## config.mk

```make
export PLATFORM = sky130hd
export DESIGN_NAME = mux_logic_unit
export DESIGN_NICKNAME = d
export VERILOG_FILES = /design/src/rtl/mux_logic_unit.sv
export SDC_FILE = /design/constraint.sdc
export NUM_CORES = 1
export LEC_CHECK = 0
export BUFFER_PORTS_ARGS = -buffer_cell sky130_fd_sc_hd__buf_2
export CORE_MARGIN = 2
export CORE_UTILIZATION = 65
export CTS_CLUSTER_DIAMETER = 40
export DETAILED_ROUTE_END_ITERATION = 12
export GPL_TIMING_DRIVEN = 0
export PLACE_DENSITY = 0.86
export RECOVER_POWER = 25
export SYNTH_ARGS = -nofsm -noshare
export SYNTH_HDL_FRONTEND = slang
export SYNTH_SLANG_ARGS = --single-unit
```

## constraint.sdc

```tcl
create_clock -name clk -period 4.4 [get_ports clk]
set_clock_uncertainty 0.1 [all_clocks]
set_input_delay 0.88 -clock clk [delete_from_list [all_inputs] [get_ports clk]]
set_output_delay 0.88 -clock clk [all_outputs]
set_load 0.05 [all_outputs]
```

## src/rtl/mux_logic_unit.sv

```systemverilog
// Streaming bit-sliced 2:1-mux logic unit: per-beat bitwise ops or a folded
// reduction over a multi-beat stream, results queued in a small output FIFO.
module mux_logic_unit #(
  parameter int unsigned WIDTH = 8,
  parameter int unsigned DEPTH = 2,
  parameter int unsigned CNT_W = 8
) (
  input  logic             clk,
  input  logic             rst_n,
  input  logic             in_valid,
  output logic             in_ready,
  input  logic [WIDTH-1:0] in_a,
  input  logic [WIDTH-1:0] in_b,
  input  logic [2:0]       in_op,
  input  logic             in_mode,
  input  logic             in_last,
  output logic             out_valid,
  input  logic             out_ready,
  output logic [WIDTH-1:0] out_y,
  output logic             out_zero,
  output logic [CNT_W-1:0] out_beats
);

  localparam int unsigned PTR_W = (DEPTH > 1) ? $clog2(DEPTH) : 1;
  localparam logic [PTR_W:0] FIFO_FULL = (PTR_W + 1)'(DEPTH);

  typedef enum logic [2:0] {
    OP_AND    = 3'd0,
    OP_OR     = 3'd1,
    OP_NAND   = 3'd2,
    OP_NOR    = 3'd3,
    OP_XOR    = 3'd4,
    OP_XNOR   = 3'd5,
    OP_PASS_A = 3'd6,
    OP_PASS_B = 3'd7
  } op_e;

  typedef enum logic {
    S_IDLE = 1'b0,
    S_ACC  = 1'b1
  } state_e;

  // Each result bit is a 2:1 mux steered by the x operand bit.
  function automatic logic [WIDTH-1:0] mux_fn(input op_e op,
                                              input logic [WIDTH-1:0] x,
                                              input logic [WIDTH-1:0] y);
    logic [WIDTH-1:0] r;
    r = '0;
    for (int unsigned i = 0; i < WIDTH; i++) begin
      case (op)
        OP_AND:    r[i] = x[i] ? y[i]  : 1'b0;
        OP_OR:     r[i] = x[i] ? 1'b1  : y[i];
        OP_NAND:   r[i] = x[i] ? ~y[i] : 1'b1;
        OP_NOR:    r[i] = x[i] ? 1'b0  : ~y[i];
        OP_XOR:    r[i] = x[i] ? ~y[i] : y[i];
        OP_XNOR:   r[i] = x[i] ? y[i]  : ~y[i];
        OP_PASS_A: r[i] = x[i];
        default:   r[i] = y[i];
      endcase
    end
    return r;
  endfunction

  // Fold state
  state_e           state_q, state_d;
  logic [WIDTH-1:0] acc_q, acc_d;
  op_e              fold_op_q, fold_op_d;
  logic [CNT_W-1:0] cnt_q, cnt_d;

  // FIFO state
  logic [WIDTH-1:0] y_mem_q     [DEPTH];
  logic             zero_mem_q  [DEPTH];
  logic [CNT_W-1:0] beats_mem_q [DEPTH];
  logic [PTR_W-1:0] wr_ptr_q, rd_ptr_q;
  logic [PTR_W:0]   count_q, count_d;
  logic             in_ready_q;

  logic             accept;
  logic             push;
  logic             pop;
  logic [WIDTH-1:0] push_y;
  logic [CNT_W-1:0] push_beats;
  logic [WIDTH-1:0] res;
  logic [CNT_W-1:0] cnt_sat;

  assign accept  = in_valid && in_ready_q;
  assign pop     = (count_q != '0) && out_ready;
  assign cnt_sat = (cnt_q == '1) ? cnt_q : cnt_q + CNT_W'(1);

  always_comb begin
    state_d    = state_q;
    acc_d      = acc_q;
    fold_op_d  = fold_op_q;
    cnt_d      = cnt_q;
    push       = 1'b0;
    push_y     = '0;
    push_beats = '0;
    res        = '0;
    case (state_q)
      S_IDLE: begin
        if (accept) begin
          res = mux_fn(op_e'(in_op), in_a, in_b);
          if (!in_mode || in_last) begin
            push       = 1'b1;
            push_y     = res;
            push_beats = CNT_W'(1);
          end
          if (in_mode) begin
            fold_op_d = op_e'(in_op);
            cnt_d     = CNT_W'(1);
            if (!in_last) begin
              acc_d   = res;
              state_d = S_ACC;
            end
          end
        end
      end
      S_ACC: begin
        if (accept) begin
          res   = mux_fn(fold_op_q, acc_q, in_b);
          cnt_d = cnt_sat;
          if (in_last) begin
            push       = 1'b1;
            push_y     = res;
            push_beats = cnt_sat;
            state_d    = S_IDLE;
          end else begin
            acc_d = res;
          end
        end
      end
      default: state_d = S_IDLE;
    endcase
  end

  always_ff @(posedge clk) begin
    if (!rst_n) begin
      state_q   <= S_IDLE;
      acc_q     <= '0;
      fold_op_q <= OP_AND;
      cnt_q     <= '0;
    end else begin
      state_q   <= state_d;
      acc_q     <= acc_d;
      fold_op_q <= fold_op_d;
      cnt_q     <= cnt_d;
    end
  end

  always_comb begin
    count_d = count_q;
    case ({push, pop})
      2'b10:   count_d = count_q + (PTR_W + 1)'(1);
      2'b01:   count_d = count_q - (PTR_W + 1)'(1);
      default: count_d = count_q;
    endcase
  end

  // in_ready is registered from the next occupancy, so a pop out of a full
  // FIFO only re-opens the input on the following cycle.
  always_ff @(posedge clk) begin
    if (!rst_n) begin
      for (int unsigned i = 0; i < DEPTH; i++) begin
        y_mem_q[i]     <= '0;
        zero_mem_q[i]  <= 1'b0;
        beats_mem_q[i] <= '0;
      end
      wr_ptr_q   <= '0;
      rd_ptr_q   <= '0;
      count_q    <= '0;
      in_ready_q <= 1'b0;
    end else begin
      if (push) begin
        y_mem_q[wr_ptr_q]     <= push_y;
        zero_mem_q[wr_ptr_q]  <= (push_y == '0);
        beats_mem_q[wr_ptr_q] <= push_beats;
        wr_ptr_q              <= wr_ptr_q + PTR_W'(1);
      end
      if (pop) begin
        rd_ptr_q <= rd_ptr_q + PTR_W'(1);
      end
      count_q    <= count_d;
      in_ready_q <= (count_d != FIFO_FULL);
    end
  end

  assign in_ready  = in_ready_q;
  assign out_valid = (count_q != '0);
  assign out_y     = y_mem_q[rd_ptr_q];
  assign out_zero  = zero_mem_q[rd_ptr_q];
  assign out_beats = beats_mem_q[rd_ptr_q];

endmodule

```

==> impl_results.md, run 1 <==
- Placer Congestion: approximately 1
- Hold Path Class: reg2reg
- Clock buffers created by TritonCTS: 9
- DIE AREA: approximately 7700 sq um
- Initial Util: 0.6750
- GRT Resource Usage Total: 0.3003
- Share of layout cells above drive strength 1: 0.1481
- Mapped Avg Cell Area: just under 9 sq um
- Sequential-to-total area share from yosys stat: 0.3318
- Achievable Freq: slightly above 0.3 GHz
- CP required: about 4500 ps
- Residual DRC: 0
- Via count: between 4000 and 5000
- H-Tree Level Count: 3
- Net Count, Synth: just under 600
- Outcome: completed
- Worst-case clock buffer depth: 2
- Total gr overflow: 0
- Post-route setup TNS: 0 ps
- Ant. Diodes: 0
- Io pins: 44
- Post-cts repair resize count: 0
- Post-synth ARST share: 0
- Min-Delay Startpoint: cnt_q[6]
- Minimum clock period: around 3300 ps
- Pwr dens: around 300 nW/um^2
- Worst Setup SP: in_op[1]
- Post-Syn Area: around 4600 sq um
- Max cap viols: 0
- DR iter-0 viols: between 400 and 500
- Main synth FF type: edfxtp_1
- FF-to-FF setup slack: roughly 1200 ps
- DR WL/cell: roughly 17 um
- CTS Hold Bufs: 0
- Crit path to: zero_mem_q[1]
- Period utilisation layout: 0.7524
- Max_slew headroom: 0.2385
- HPWL Detailed: about 8500 um
- Rows: 30
- Fin Hold WS: ~380 ps
- Met2 GRT Util: 0.5021
- Drt pass-1 iters: 8
- Worst-skew pair later-pin latency: approximately 340 ps
- Vias/cell: 6.101
- Die Wd: slightly below 90 um
- Final Non-Filler Cells: 670
- Reg2Reg Depth: 7
- Tightest Pin Transition: around 1100 ps
- Post-synthesis cell count: between 500 and 600
- Synth Warn #: 0
- Post-synth EDFFs: 32
- Post-placement cell count: ~650
- Count of final max-slew check failures: 0
- Vias in the first global route: just under 4000
- Worst R2R Start: state_q
- CP Class: in2reg
- Clock sinks: 60
- Library cells used by synthesis: between 50 and 60
- Post CTS Setup Buffer Count: 0
- Busiest grt layer: met2
- Initial antenna violation count: 0
- Pin count of the biggest net entering global routing: 17
- Critical path peak fanout: 10
- Die Height: 88.00 um
- PortBufs: between 40 and 50
- Root buffer selected by CTS: clkbuf_8
- R2r endpoint: y_mem_q[1][0]
- Post-route ant nets: 0
- RSZ-0062 raised after global routing: no
- # setup viols final: 0
- Nets: 644
- Startpoint types: input port
- CTS tree: done
- Max IR drop VDD: between 200 and 250 uV
- Met1 usage: 0.3836
- Clock transition at path regs: 60 ps
- First-pass GRT wire length: 18000 um
- Routed WL: roughly 11000 um
- Dpl cell area: about 5000 sq um
- Fin area: roughly 5000 sq um
- Crit path capture type: flip-flop
- Core area: about 6800 sq um
- Fin util: 0.7475
- CP Data Arrival Time: 3440 ps
- Final hold viol count: 0
- Synth Register Bits: 60
- Synthesis-to-layout area growth: 10.75%
- GR Util met3: 0.07069
- Static Leak: 2.030 nW
-- cell usage after synthesis, drive strengths merged (5+ instances only) --
cell    instances  area (sq um)
xnor2           8         70.07
a211oi         10         75.07
nor2b          11         68.82
ha             50         625.6
nand2b          7         43.79
o211ai         11         82.58
clkbuf         22         82.58
buf             9         51.30
nand2          33         123.9
o22ai           5         31.28
o21ai          22         110.1
nand3           8         40.04
inv            36         135.1
nor3            6         30.03
a21oi          35         175.2
nor2           66         247.7
mux4            5         112.6
edfxtp         32         960.9
a31oi           9         56.30
nand3b          7         52.55
xor2            8         70.07
a22oi          10         75.07
mux2           24         274.0
mux2i           9         90.09
dfxtp          28         560.5
-- sequential cells by signal, indices dropped and copies added (netlist names), named ones only --
signal,cells
y_mem_q,16
fold_op_q,3
wr_ptr_q,1
rd_ptr_q,1
state_q,1
beats_mem_q,16
acc_q,8
count_q,2
cnt_q,8
zero_mem_q,2
in_ready,1
-- logic make-up (layout without fill, tap and decap cells) --
group / count (synthesis) / count (layout) / synth area share
AND/OR/NAND/NOR: 159 / 159 / 0.1640
AO/OA/AOI/OAI: 124 / 124 / 0.1738
buffers and inverters: 68 / 127 / 0.05948
flip-flops: 60 / 60 / 0.3318
adder cells (fa/ha/maj): 50 / 50 / 0.1364
multiplexers: 38 / 38 / 0.1040
XOR/XNOR: 16 / 16 / 0.03056
-- routing by layer --
metal | wire length [um] | vias up | share of wire
li1 | - | 1947 | -
met1 | 4631 | 1903 | 0.41
met2 | 5432 | 206 | 0.48
met3 | 923 | 32 | 0.082
met4 | 250 | 0 | 0.022
met5 | 0 | - | 0
-- worst min path at each step --
| stage | to | slack, ps | cells past startpoint |
|---|---|---|---|
| after global routing | cnt_q[6] | 410 | 2 |
| after CTS | cnt_q[6] | 380 | 2 |
| after floorplan | cnt_q[6] | 350 | 2 |
| final | cnt_q[6] | 380 | 2 |
| after global placement | cnt_q[6] | 360 | 2 |
| after detailed placement | cnt_q[6] | 380 | 2 |
-- cell usage in the layout (no fill, tap or decap), types with 4 or more instances in the layout --
cell,instances
clkbuf_1,33
mux2i_1,9
clkbuf_8,10
nand3b_1,7
edfxtp_1,32
nand3_1,8
inv_1,36
a31oi_1,9
nor2_1,66
ha_1,50
o211ai_1,11
o21ai_0,20
nand2b_1,7
xor2_1,8
mux2_2,23
dfxtp_1,28
nor3_1,6
xnor2_1,8
nand2_1,33
nor3b_1,4
buf_2,38
a22oi_1,10
nor2b_1,11
o22ai_1,5
a211oi_1,10
a21oi_1,35
mux4_2,5
-- worst max-delay path: stages --
cell and delay (ps):
clkbuf_1 310, clkbuf_1 490, clkbuf_1 430, o21ai_0 170, a21oi_1 170, o21ai_0 210, nor4_1 310, a31oi_1 180
o31ai_1 290
-- power by group --
| part | switching [mW] | internal (mW) |
|---|---|---|
| combinational | 0.299 | 0.157 |
| sequential | 0.0185 | 0.622 |
| clock | 0.201 | 0.216 |
| total | 0.519 | 0.995 |
-- through the flow --
| step | power [mW] | worst slack (ps) |
|---|---|---|
| finish | 1.513 | 1090 |
| CTS | 1.510 | 1206 |
| detailed placement | 1.099 | 919.4 |
| global placement | 1.078 | 587.3 |
| floorplan | 0.9860 | 1284 |
| global route | 1.575 | 827.0 |
-- final cells by class --
class                           instances  area, sq um
Inverter                               37        138.9
Clock inverter                          3        13.76
Tap cell                               96        120.1
Buffer                                 31        132.6
Clock buffer                           13        148.9
Fill cell                             513         1715
Multi-Input combinational cell        387         2791
Sequential cell                        60         1521
Timing Repair Buffer                   43        211.5
No activity file was read; power rests on OpenSTA's default activity.
==> inputs of run 2 (changes only) <==
Settings changed: CORE_UTILIZATION 65 to 60, PLACE_DENSITY 0.86 to 0.81.
Clock period 4.4 ns to 3.44 ns, I/O delays scaled along.
==> run 2 against run 1 <==
- combinational power increased by 27%
- first-iteration DRC count decreased by 11%
- register-to-register slack worse by 680 ps
- highest routed layer unchanged
==> impl_results.md, run 2 (synthesized netlist as in run 1, its figures left out) <==
- Outcome: completed
- CTS Hold Bufs: 0 (unchanged)
- Bufs and invs on worst path: 3 (unchanged)
- Sw Pwr: 710.3 uW (+37%)
- H-Tree Level Count: 3 (unchanged)
- CP Class: in2reg
- Sw Share: 0.3611 (+0.01841)
- GRT Resource Usage Total: 0.2719 (-0.02839)
- Root buffer selected by CTS: clkbuf_8
- Fin area: 5099 sq um (+0.39%)
- Clock buffers created by TritonCTS: 9 (unchanged)
- Initial antenna violation count: 0 (unchanged)
- Total gr overflow: 0 (unchanged)
- Via count: 4019 (-1.7%)
- Fin util: 0.6955 (-0.05200)
- Int Power: 1.257 mW (+26%)
- Worst-skew pair later-pin latency: 350 ps (about the same)
- Drt pass-1 iters: 6 (-2)
- Ant. Diodes: 0 (unchanged)
- Pwr dens: 385.8 nW/um^2 (+30%)
- Vias in the first global route: 3739 (-3.9%)
- Clock sinks: 60 (unchanged)
- Post CTS Setup Buffer Count: 0 (unchanged)
- PortBufs: 42 (unchanged)
- Most used cell, CP: clkbuf_1
- CP Data Arrival Time: 3210 ps (-230 ps)
- Final WS setup: 389.9 ps (-699.6 ps)
- Commonest cells after routing, fill and taps aside: nor2_1 (66), ha_1 (50), buf_2 (41)
- Sequential power share: 0.415 (-0.008)
- Die Height: 91.42 um (+3.9%)
- Static Leak: 2.038 nW (+0.40%)
- Biggest regs: beats_mem_q (16), y_mem_q (16)
- CTS tree: done
- Initial Util: 0.6255 (-0.04942)
- Startpoint types: input port
- Dpl cell area: 4927 sq um (about the same)
- Max cap viols: 0 (unchanged)
- Post-placement cell count: 657 (+0.46%)
- Hold Path Class: reg2reg
- CP max-delay cell: clkbuf_1
- Pin count of the biggest net entering global routing: 17 (unchanged)
- Synthesis-to-layout area growth: 11.19%
- # setup viols final: 0 (unchanged)
- Nets: 644 (unchanged)
- Crit-path cells: clkbuf_1 -> clkbuf_1 -> clkbuf_1 -> o21ai_0 -> a21oi_1 -> o21ai_0 -> nor4_1 -> a31oi_1 -> o31ai_1
- Rows: 31 (+3.3%)
- Clock power frac: 0.291 (+0.015)
- Commonest non-fill, non-tap cell in the layout: nor2_1
- Crit path capture type: flip-flop
- RSZ-0062 raised after global routing: no
- Final hold viol count: 0 (unchanged)
- Max incr delay on CP: 480 ps (about the same)
- DR WL/cell: 16.22 um (-3.3%)
- Placer Congestion: 0.8702 (-11%)
- Vias/cell: 5.972 (-2.1%)
- Setup Slack @ Placement: 212.6 ps (-706.8 ps)
- Max_slew headroom: 0.2193 (-0.01917)
- Residual DRC: 0 (unchanged)
- Tightest Pin Transition: 1159 ps (+28.46 ps)
- CP required: 3600 ps (-930 ps)
- Routed WL: 10910 um (-2.9%)
- DIE AREA: 8358 sq um (+7.9%)
- Achievable Freq: between 0.3 and 0.4 GHz
- Comb pwr share: 0.294 (-0.007)
- DR iter-0 viols: 398 (-11%)
- Share of layout cells above drive strength 1: 0.1603 (+0.01220)
- Critical path peak fanout: 10 (unchanged)
- HPWL Detailed: 8100 um (-4.6%)
- Max IR drop VDD: 226.9 uV (-8.5%)
- Post-route ant nets: 0 (unchanged)
- Period utilisation layout: 0.8866
- Delay-heaviest family, CP: buffers and inverters
- Count of final max-slew check failures: 0 (unchanged)
- Die Wd: 91.42 um (+3.9%)
- Post-cts repair resize count: 0 (unchanged)
- Io pins: 44 (unchanged)
- Minimum clock period: about 3100 ps
- First-pass GRT wire length: 18180 um (+1.0%)
- Clock transition at path regs: 70 ps (about the same)
- Core area: 7331 sq um (+7.9%)
- Final Non-Filler Cells: 673 (+0.45%)
- Fin Hold WS: 379.1 ps (-3.343 ps)
- Worst-case clock buffer depth: 2 (unchanged)
[run 2: changes by cell type in the layout (fill, tap and decap cells not counted), sizes merged]
cell and change:
inv +1, clkbuf -7, clkinvlp +2, buf +3, clkinv +1
[run 2: final cells by class]
class,instances,area [sq um]
flip-flops and latches,60,1521
well taps,99,123.9
inverters,37,138.9
clock buffers,9,123.9
repair buffers,43,215.2
plain buffers,31,132.6
fillers,589,2232
multi-input cells,387,2791
clock inverters,7,51.30
[run 2: routing by layer]
metal	up-vias	share of wire	GRT usage
met5	-	0	0
met4	0	0.018	0.08081
li1	1943	-	-
met2	148	0.46	0.4271
met1	1909	0.45	0.3796
met3	19	0.070	0.05394
[run 2: power by group through the flow]
stage / sequential [mW] / combinational, mW / clock, mW
finish: 0.816 / 0.579 / 0.572
global route: 0.820 / 0.629 / 0.599
CTS: 0.816 / 0.576 / 0.573
detailed placement: 0.832 / 0.572 / 0
global placement: 0.829 / 0.555 / 0
floorplan: 0.831 / 0.430 / 0
[run 2: final timing paths]
path              slack, ps  startpoint             to  cells after the start
setup / recovery        390    in_op[1]  zero_mem_q[0]                      9
hold / removal          380    cnt_q[6]       cnt_q[6]                      2
hold reg to reg         380    cnt_q[6]       cnt_q[6]                      2
setup reg to reg        540     state_q  y_mem_q[1][3]                      7
[run 2: metrics by stage]
stage | total power, mW | setup TNS [ps]
after global routing | 2.048 | 0
after CTS | 1.964 | 0
after floorplan | 1.261 | 0
after detailed placement | 1.404 | 0
final | 1.967 | 0
after global placement | 1.384 | -3596
[run 2: worst min-delay path, stage by stage, from the launching register on]
cell and delay [ps]:
dfxtp_1 320, nand2_1 60, a21oi_1 50
